**config.mk**
```make
export PLATFORM = sky130hd
export DESIGN_NAME = ex_mem_skid_reg
export DESIGN_NICKNAME = d
export VERILOG_FILES = /design/src/rtl/ex_mem_skid_reg.sv
export SDC_FILE = /design/constraint.sdc
export NUM_CORES = 1
export LEC_CHECK = 0
export ABC_CLOCK_PERIOD_IN_PS = 2050
export CORE_MARGIN = 2
export CORE_UTILIZATION = 49
export DETAILED_ROUTE_END_ITERATION = 10
export PLACE_DENSITY = 0.79
export SYNTH_ARGS = -nofsm -noshare
export SYNTH_HDL_FRONTEND = slang
export SYNTH_SLANG_ARGS = --single-unit
export TNS_END_PERCENT = 5
```
**constraint.sdc**
```tcl
create_clock -name clk2 -period 2.05 [get_ports clk2]
set_clock_uncertainty 0.2 [all_clocks]
set_input_delay 0.3075 -clock clk2 [delete_from_list [all_inputs] [get_ports clk2]]
set_output_delay 0.3075 -clock clk2 [all_outputs]
set_load 0.05 [all_outputs]
```
**src/rtl/ex_mem_skid_reg.sv**
```systemverilog
// EX->MEM stage register with a two-entry skid buffer.
// Registered in_ready decouples EX from MEM stalls; flush squashes held entries.
module ex_mem_skid_reg #(
    parameter int DW = 8,
    parameter int RW = 3,
    parameter int CW = 8
) (
    input  logic          clk2,
    input  logic          rst_n,
    input  logic          flush,
    input  logic          in_valid,
    output logic          in_ready,
    input  logic [DW-1:0] in_alu,
    input  logic [DW-1:0] in_stdata,
    input  logic [RW-1:0] in_dest,
    input  logic          in_memwrite,
    input  logic          in_memread,
    input  logic          in_memtoreg,
    output logic          out_valid,
    input  logic          out_ready,
    output logic [DW-1:0] out_alu,
    output logic [DW-1:0] out_stdata,
    output logic [RW-1:0] out_dest,
    output logic          out_memwrite,
    output logic          out_memread,
    output logic          out_memtoreg,
    output logic [1:0]    occupancy,
    output logic [CW-1:0] stall_cnt
);

    typedef enum logic [1:0] {
        EMPTY = 2'd0,
        ONE   = 2'd1,
        FULL  = 2'd2
    } state_t;

    state_t        state;
    logic          rdy_q;
    logic          vld_q;
    logic [1:0]    occ_q;
    logic [CW-1:0] stall_q;

    logic [DW-1:0] m_alu, m_st;
    logic [RW-1:0] m_dest;
    logic          m_mw, m_mr, m_mtr;

    logic [DW-1:0] s_alu, s_st;
    logic [RW-1:0] s_dest;
    logic          s_mw, s_mr, s_mtr;

    logic acc;
    logic pop;

    assign acc = in_valid & rdy_q;
    assign pop = vld_q & out_ready;

    // State, handshake flags, storage and stall counter in one registered block
    always_ff @(posedge clk2) begin
        if (!rst_n) begin
            state   <= EMPTY;
            rdy_q   <= 1'b1;
            vld_q   <= 1'b0;
            occ_q   <= 2'd0;
            stall_q <= '0;
            m_alu   <= '0;
            m_st    <= '0;
            m_dest  <= '0;
            m_mw    <= 1'b0;
            m_mr    <= 1'b0;
            m_mtr   <= 1'b0;
            s_alu   <= '0;
            s_st    <= '0;
            s_dest  <= '0;
            s_mw    <= 1'b0;
            s_mr    <= 1'b0;
            s_mtr   <= 1'b0;
        end else begin
            if (vld_q && !out_ready && stall_q != {CW{1'b1}})
                stall_q <= stall_q + 1'b1;
            if (flush) begin
                state <= EMPTY;
                rdy_q <= 1'b1;
                vld_q <= 1'b0;
                occ_q <= 2'd0;
            end else begin
                unique case (state)
                    EMPTY: begin
                        if (acc) begin
                            m_alu  <= in_alu;
                            m_st   <= in_stdata;
                            m_dest <= in_dest;
                            m_mw   <= in_memwrite;
                            m_mr   <= in_memread;
                            m_mtr  <= in_memtoreg;
                            state  <= ONE;
                            vld_q  <= 1'b1;
                            occ_q  <= 2'd1;
                        end
                    end
                    ONE: begin
                        if (acc && pop) begin
                            m_alu  <= in_alu;
                            m_st   <= in_stdata;
                            m_dest <= in_dest;
                            m_mw   <= in_memwrite;
                            m_mr   <= in_memread;
                            m_mtr  <= in_memtoreg;
                        end else if (acc) begin
                            s_alu  <= in_alu;
                            s_st   <= in_stdata;
                            s_dest <= in_dest;
                            s_mw   <= in_memwrite;
                            s_mr   <= in_memread;
                            s_mtr  <= in_memtoreg;
                            state  <= FULL;
                            rdy_q  <= 1'b0;
                            occ_q  <= 2'd2;
                        end else if (pop) begin
                            state <= EMPTY;
                            vld_q <= 1'b0;
                            occ_q <= 2'd0;
                        end
                    end
                    FULL: begin
                        if (pop) begin
                            m_alu  <= s_alu;
                            m_st   <= s_st;
                            m_dest <= s_dest;
                            m_mw   <= s_mw;
                            m_mr   <= s_mr;
                            m_mtr  <= s_mtr;
                            state  <= ONE;
                            rdy_q  <= 1'b1;
                            occ_q  <= 2'd1;
                        end
                    end
                    default: begin
                        state <= EMPTY;
                        rdy_q <= 1'b1;
                        vld_q <= 1'b0;
                        occ_q <= 2'd0;
                    end
                endcase
            end
        end
    end

    assign in_ready     = rdy_q;
    assign out_valid    = vld_q;
    assign occupancy    = occ_q;
    assign stall_cnt    = stall_q;
    assign out_alu      = m_alu;
    assign out_stdata   = m_st;
    assign out_dest     = m_dest;
    assign out_memwrite = m_mw & vld_q;
    assign out_memread  = m_mr & vld_q;
    assign out_memtoreg = m_mtr & vld_q;

endmodule

```
==> flow_metrics.py, run 1 <==
metrics = {
    "place": {
        "dpl.hpwl_um": 3740,
        "gp_congestion": 0.850,
        "numPortBuffers": 60,
        "dpl_worst_slack_ps": -72.3,
    },
    "clock_tree": {
        "cts_root_buffer": "clkbuf_8",
        "htreeDepth": 2,
        "cts_tree": "built",
        "clkTransAtPathRegs_ps": 100,
        "numCtsBuffers": 5,
        "insertion_delay_ps": 320,
        "clockBufferDepth": 2,
        "cts.sinks": 56,
        "ctsHoldBuffers": 0,
    },
    "cells_and_area": {
        "syn2layout_area_growth_pct": 31.6,
        "layout.nets": 365,
        "fillerInstances": 444,
        "drive_above_1_share": 0.189,
        "diodes": 0,
    },
    "timing": {
        "whs_ps": 260,
        "max_slew_margin": 0.674,
        "min_period_ps": 2010,
        "period_share": 0.981,
        "finalHoldViolations": 0,
        "drv_slew": 0,
        "setup_viol": 0,
        "rsz0062_at_grt": "no",
        "fin_ws_ps": 39.0,
        "max_freq_mhz": 497,
        "tightest_slew_ps": 476,
    },
    "die": {
        "die-width_um": 75.5,
        "row_count": 26,
        "io_pins": 61,
        "core_area_sq_um": 5010,
        "die_y_um": 75.5,
        "start_util": 0.500,
        "die_area_sq_um": 5700,
    },
    "detailed_routing": {
        "dr.pass1.iters": 4,
        "drc": 0,
        "dr.first_iter.drc_count": 88,
        "vias": 2179,
        "routed_wl_um": 5650,
        "wl_per_cell_um": 13.8,
        "ant_nets": 0,
        "viasPerCell": 5.34,
    },
    "global_routing": {
        "overflow": 0,
        "track_usage": 0.209,
        "grt_max_degree": 27,
        "grt_pass1_wl_um": 9200,
        "grt_pass1_vias": 2016,
        "antenna_found_initial": 0,
    },
    "yosys": {
        "synth-edff-count": 0,
        "avgSynthCellArea_sq_um": 9.11,
        "netlist.area_leader.share": 0.448,
        "syn-num-nets": 303,
        "synthCells": 275,
        "seq_area_frac_synth": 0.448,
        "async_flop_share": 0,
        "ys_top_cells_by_area": "dfxtp_1 (45%), a21oi_1 (10%), a211oi_2 (10%)",
        "ys_warn_count": 0,
        "yosysTopAreaCell": "dfxtp_1",
        "synth.ff_latch_count": 56,
        "synth.lib_cells_used.distinct": 38,
        "netlist_area_sq_um": 2500,
        "synth_flop_cell": "dfxtp_1",
    },
    "min_path": {
        "hold_start": "s_dest[1]",
        "hold_path_end": "s_dest[1]",
        "worst_hold_path.num_cells": 2,
        "hold_path.class": "register to register",
    },
    "setup_path": {
        "cp.buffers_inverters": 1,
        "crit-reg2reg-launch": "stall_cnt[0]",
        "endpoint_kind": "output port",
        "required_ps": 1540,
        "critPathKind": "register to output port",
        "reg2reg_to": "stall_cnt[1]",
        "rrSetupSlack_ps": 220,
        "crit_slowest_cell": "clkdlybuf4s50_1",
        "max_stage_delay_ps": 810,
        "reg2reg_depth": 6,
        "crit_family": "buffers and inverters",
        "cp_cell_sequence": "clkdlybuf4s50_1",
        "path_max_fanout": 2,
        "crit_arrival_ps": 1500,
        "cp-start-kind": "register",
    },
    "power": {
        "vdd_drop_max_uv": 395,
        "p_per_area_nw_per_um2": 685,
        "power_uw": 2260,
        "p_leak_uw": 0.00134,
    },
    "job": {
        "cap_violations": 0,
    },
    "run_status": {
        "outcome": "finished clean",
    },
}
## per-layer routing
| layer | routed length (um) | vias to the layer above | GRT usage |
|---|---|---|---|
| li1 | - | 1110 | - |
| met1 | 2530 | 1011 | 0.273 |
| met2 | 2790 | 53 | 0.356 |
| met3 | 249 | 5 | 0.0384 |
| met4 | 76 | 0 | 0.0604 |
| met5 | 0 | - | 0 |
## layout by cell type (no fill, tap or decap), drive strengths merged, types with 2 or more instances in the layout
cell / count
nand2: 52
dlymetal6s2s: 2
a211oi: 23
buf: 31
inv: 4
mux2i: 23
nand4: 2
and4: 2
or3: 2
o31ai: 3
clkdlybuf4s50: 42
and2: 5
or4: 3
nand3: 6
o21ai: 4
clkbuf: 5
a21oi: 52
nor2: 4
dfxtp: 56
## sequential cells by signal, indices dropped and copies added (netlist names)
signal      cells
in_ready        1
m_mr            1
m_mtr           1
m_mw            1
occupancy       2
out_alu         8
out_dest        3
out_stdata      8
out_valid       1
s_alu           8
s_dest          3
s_mr            1
s_mtr           1
s_mw            1
s_st            8
stall_cnt       8
## power by group
part           internal (uW)  switching [uW]  total (uW)
Clock                    250             387         638
Combinational            184             270         454
Sequential              1130            32.1        1160
Total                   1570             690        2260
## synth_stat cells, drive strengths merged (2+ instances only)
master / instances
nand2: 52
and2: 5
nand3: 6
nand4: 2
dfxtp: 56
or3: 2
nor2: 4
mux2i: 23
or4: 3
buf: 10
a211oi: 23
o31ai: 3
inv: 2
a21oi: 52
and4: 2
o21ai: 4
clkbuf: 11
## through the flow
step,area [sq um],TNS [ps],instances,utilization
after global placement,3200,-273,400,0.638
after floorplan,2510,0,275,-
after CTS,3290,0,408,0.657
after detailed placement,3200,-1280,400,0.638
final,3300,0,408,0.658
after global routing,3300,0,408,0.658
## final cells by class
class | instances | area [sq um] | share of cell area
well taps | 70 | 87.6 | 0.0266
multi-input cells | 195 | 1270 | 0.384
repair buffers | 76 | 712 | 0.216
flip-flops and latches | 56 | 1120 | 0.341
inverters | 3 | 11.3 | 0.00342
clock inverters | 3 | 25.0 | 0.00759
clock buffers | 5 | 68.8 | 0.0209
## cell families after synthesis
logic type / Yosys count / share of synthesized area
compound gates: 86 / 0.243
xor+xnor: 2 / 0.00699
fa+ha+maj: 1 / 0.00499
buf+inv: 24 / 0.0469
flops: 56 / 0.448
mux: 23 / 0.0919
simple gates: 83 / 0.158
## worst max path at each step
| stage | from | endpoint | depth (start not counted) |
|---|---|---|---|
| 2_1_floorplan | in_ready | out_alu[0] | 5 |
| 3_3_place_gp | out_ready | out_stdata[5] | 5 |
| 3_5_place_dp | out_ready | out_stdata[6] | 5 |
| 4_1_cts | occupancy[1] | occupancy[1] | 1 |
| 5_1_grt | out_stdata[0] | out_stdata[0] | 1 |
| 6_report | out_alu[6] | out_alu[6] | 1 |
## what timing repair did
item / 4_1_cts / 5_1_grt
endpoints found under the hold margin: 0 / 0
setup endpoints to repair: 1 / 2
buffers inserted: 0 / 0
gates resized for setup: 1 / 2
Note: power is estimated with default switching activity, not from simulation.
==> run 2, diff against run 1 <==
ABC_CLOCK_PERIOD_IN_PS = 1800   (was 2050)
CORE_MARGIN = 1.5   (was 2)
CORE_UTILIZATION = 44   (was 49)
PLACE_DENSITY = 0.75   (was 0.79)
clock period = 1.8 ns   (was 2.05 ns; I/O delays follow)
==> flow_metrics.py, run 2 (synthesis results as in run 1) <==
metrics = {
    "global_routing": {
        "overflow": 0,
        "antenna_found_initial": 0,
        "grt_pass1_vias": 2140,
        "grt_pass1_wl_um": 9670,
        "track_usage": 0.195,
        "grt_max_degree": 29,
    },
    "timing": {
        "finalHoldViolations": 0,
        "drv_slew": 0,
        "setup_viol": 0,
        "max_slew_margin": 0.721,
        "period_share": 0.987,
        "max_freq_mhz": 563,
        "whs_ps": 257,
        "min_period_ps": 1780,
        "rsz0062_at_grt": "yes",
        "tightest_slew_ps": 417,
    },
    "power": {
        "vdd_drop_max_uv": 476,
        "power.internal_uw": 1790,
        "p_per_area_nw_per_um2": 749,
        "p_sw_uw": 745,
        "switching_share": 0.294,
        "p_leak_uw": 0.00138,
        "pwr-share-comb": 0.213,
        "clkPwrFrac": 0.267,
        "seqPwrFrac": 0.520,
    },
    "cells_and_area": {
        "final_core_util": 0.613,
        "diodes": 0,
        "layout.nets": 369,
        "stdcell_count": 414,
        "final_common_cell": "nand2_1",
        "fillerInstances": 481,
        "mostFrequentLayoutCells": "nand2_1 (52), a21oi_1 (51), dfxtp_1 (48)",
        "syn2layout_area_growth_pct": 34.9,
        "fin_area_sq_um": 3380,
        "drive_above_1_share": 0.272,
    },
    "clock_tree": {
        "insertion_delay_ps": 300,
        "cts_root_buffer": "clkbuf_8",
        "postCtsSetupRepairBufs": 0,
        "numCtsBuffers": 5,
        "ctsHoldBuffers": 0,
        "cts.sinks": 56,
        "htreeDepth": 2,
        "clockBufferDepth": 2,
        "cts_tree": "built",
        "clkTransAtPathRegs_ps": 100,
    },
    "detailed_routing": {
        "drc": 0,
        "wl_per_cell_um": 13.8,
        "ant_nets": 0,
        "dr.pass1.iters": 4,
        "viasPerCell": 5.34,
        "dr.first_iter.drc_count": 122,
        "routed_wl_um": 5730,
        "vias": 2211,
    },
    "place": {
        "gp_congestion": 0.820,
        "post-place-cells": 406,
        "numPortBuffers": 60,
        "dpl.hpwl_um": 4080,
        "dpl-instance-area_sq_um": 3290,
    },
    "die": {
        "start_util": 0.455,
        "core_area_sq_um": 5510,
        "die_area_sq_um": 6150,
        "die_y_um": 78.5,
        "die-width_um": 78.5,
        "row_count": 27,
        "io_pins": 61,
    },
    "setup_path": {
        "path_max_fanout": 22,
        "required_ps": 1820,
        "critPathKind": "input pin to register",
        "crit_arrival_ps": 1800,
        "endpoint_kind": "register",
        "cp-start-kind": "input pin",
    },
    "run_status": {
        "outcome": "finished clean",
    },
    "job": {
        "cap_violations": 0,
    },
    "min_path": {
        "hold_path.class": "register to register",
    },
}
-- run 2: cell count changes in the layout (fill, tap and decap cells not counted), sizes merged --
| cell | previous run | this run |
|---|---|---|
| inv | 4 | 3 |
| buf | 31 | 54 |
| clkinv | 1 | 2 |
| clkdlybuf4s50 | 42 | 25 |
| dlymetal6s2s | 2 | 0 |
| clkinvlp | 1 | 0 |
| clkbuf | 5 | 6 |
-- run 2: area by class of cell --
cell class / count / area [sq um] / share of cell area
multi-input combinational: 195 / 1270 / 0.377
clock buffer: 6 / 72.6 / 0.0215
inverter: 3 / 11.3 / 0.00333
timing repair buffer: 80 / 777 / 0.230
sequential: 56 / 1140 / 0.337
clock inverter: 2 / 13.8 / 0.00407
tap: 72 / 90.1 / 0.0267
-- run 2: stage by stage --
step | setup TNS, ps | power [uW] | setup WS, ps
3_5_place_dp | -12110 | 1890 | -364
3_3_place_gp | -10410 | 1880 | -305
4_1_cts | 0 | 2560 | 19.4
6_report | 0 | 2530 | 22.7
5_1_grt | -59.6 | 2650 | -32.3
2_1_floorplan | -218 | 1680 | -23.4
-- run 2: critical path, cell delays in order --
cell and delay [ps]:
clkdlybuf4s50_1 430, and3b_1 210, a211o_1 370, and2_4 280, a211oi_1 240
-- run 2: power by group through the flow --
stage | clock [uW] | sequential (uW) | combinational [uW]
floorplan | 0 | 1470 | 206
global placement | 0 | 1350 | 537
detailed placement | 0 | 1350 | 542
CTS | 700 | 1320 | 543
global route | 748 | 1320 | 574
finish | 676 | 1320 | 538
-- run 2: worst paths after layout --
kind	start	to	slack [ps]	cells after the start
setup reg to reg	occupancy[1]	out_stdata[5]	50	4
hold / removal	s_st[3]	s_st[3]	260	2
setup / recovery	in_valid	out_stdata[5]	20	5
hold reg to reg	s_st[3]	s_st[3]	260	2
-- run 2: repair_timing --
| action | in CTS | in global routing |
|---|---|---|
| resized for setup | 1 | 2 |
| setup endpoints to repair | 22 | 9 |
| pin swaps | 0 | 2 |
-- run 2: per-layer routing --
metal | share of wire | routed length, um | GRT usage | vias up
met5 | 0 | 0 | 0 | -
met4 | 0.013 | 77 | 0.0607 | 0
met3 | 0.029 | 168 | 0.0291 | 8
met2 | 0.51 | 2920 | 0.335 | 42
met1 | 0.45 | 2570 | 0.252 | 1055
li1 | - | - | - | 1106
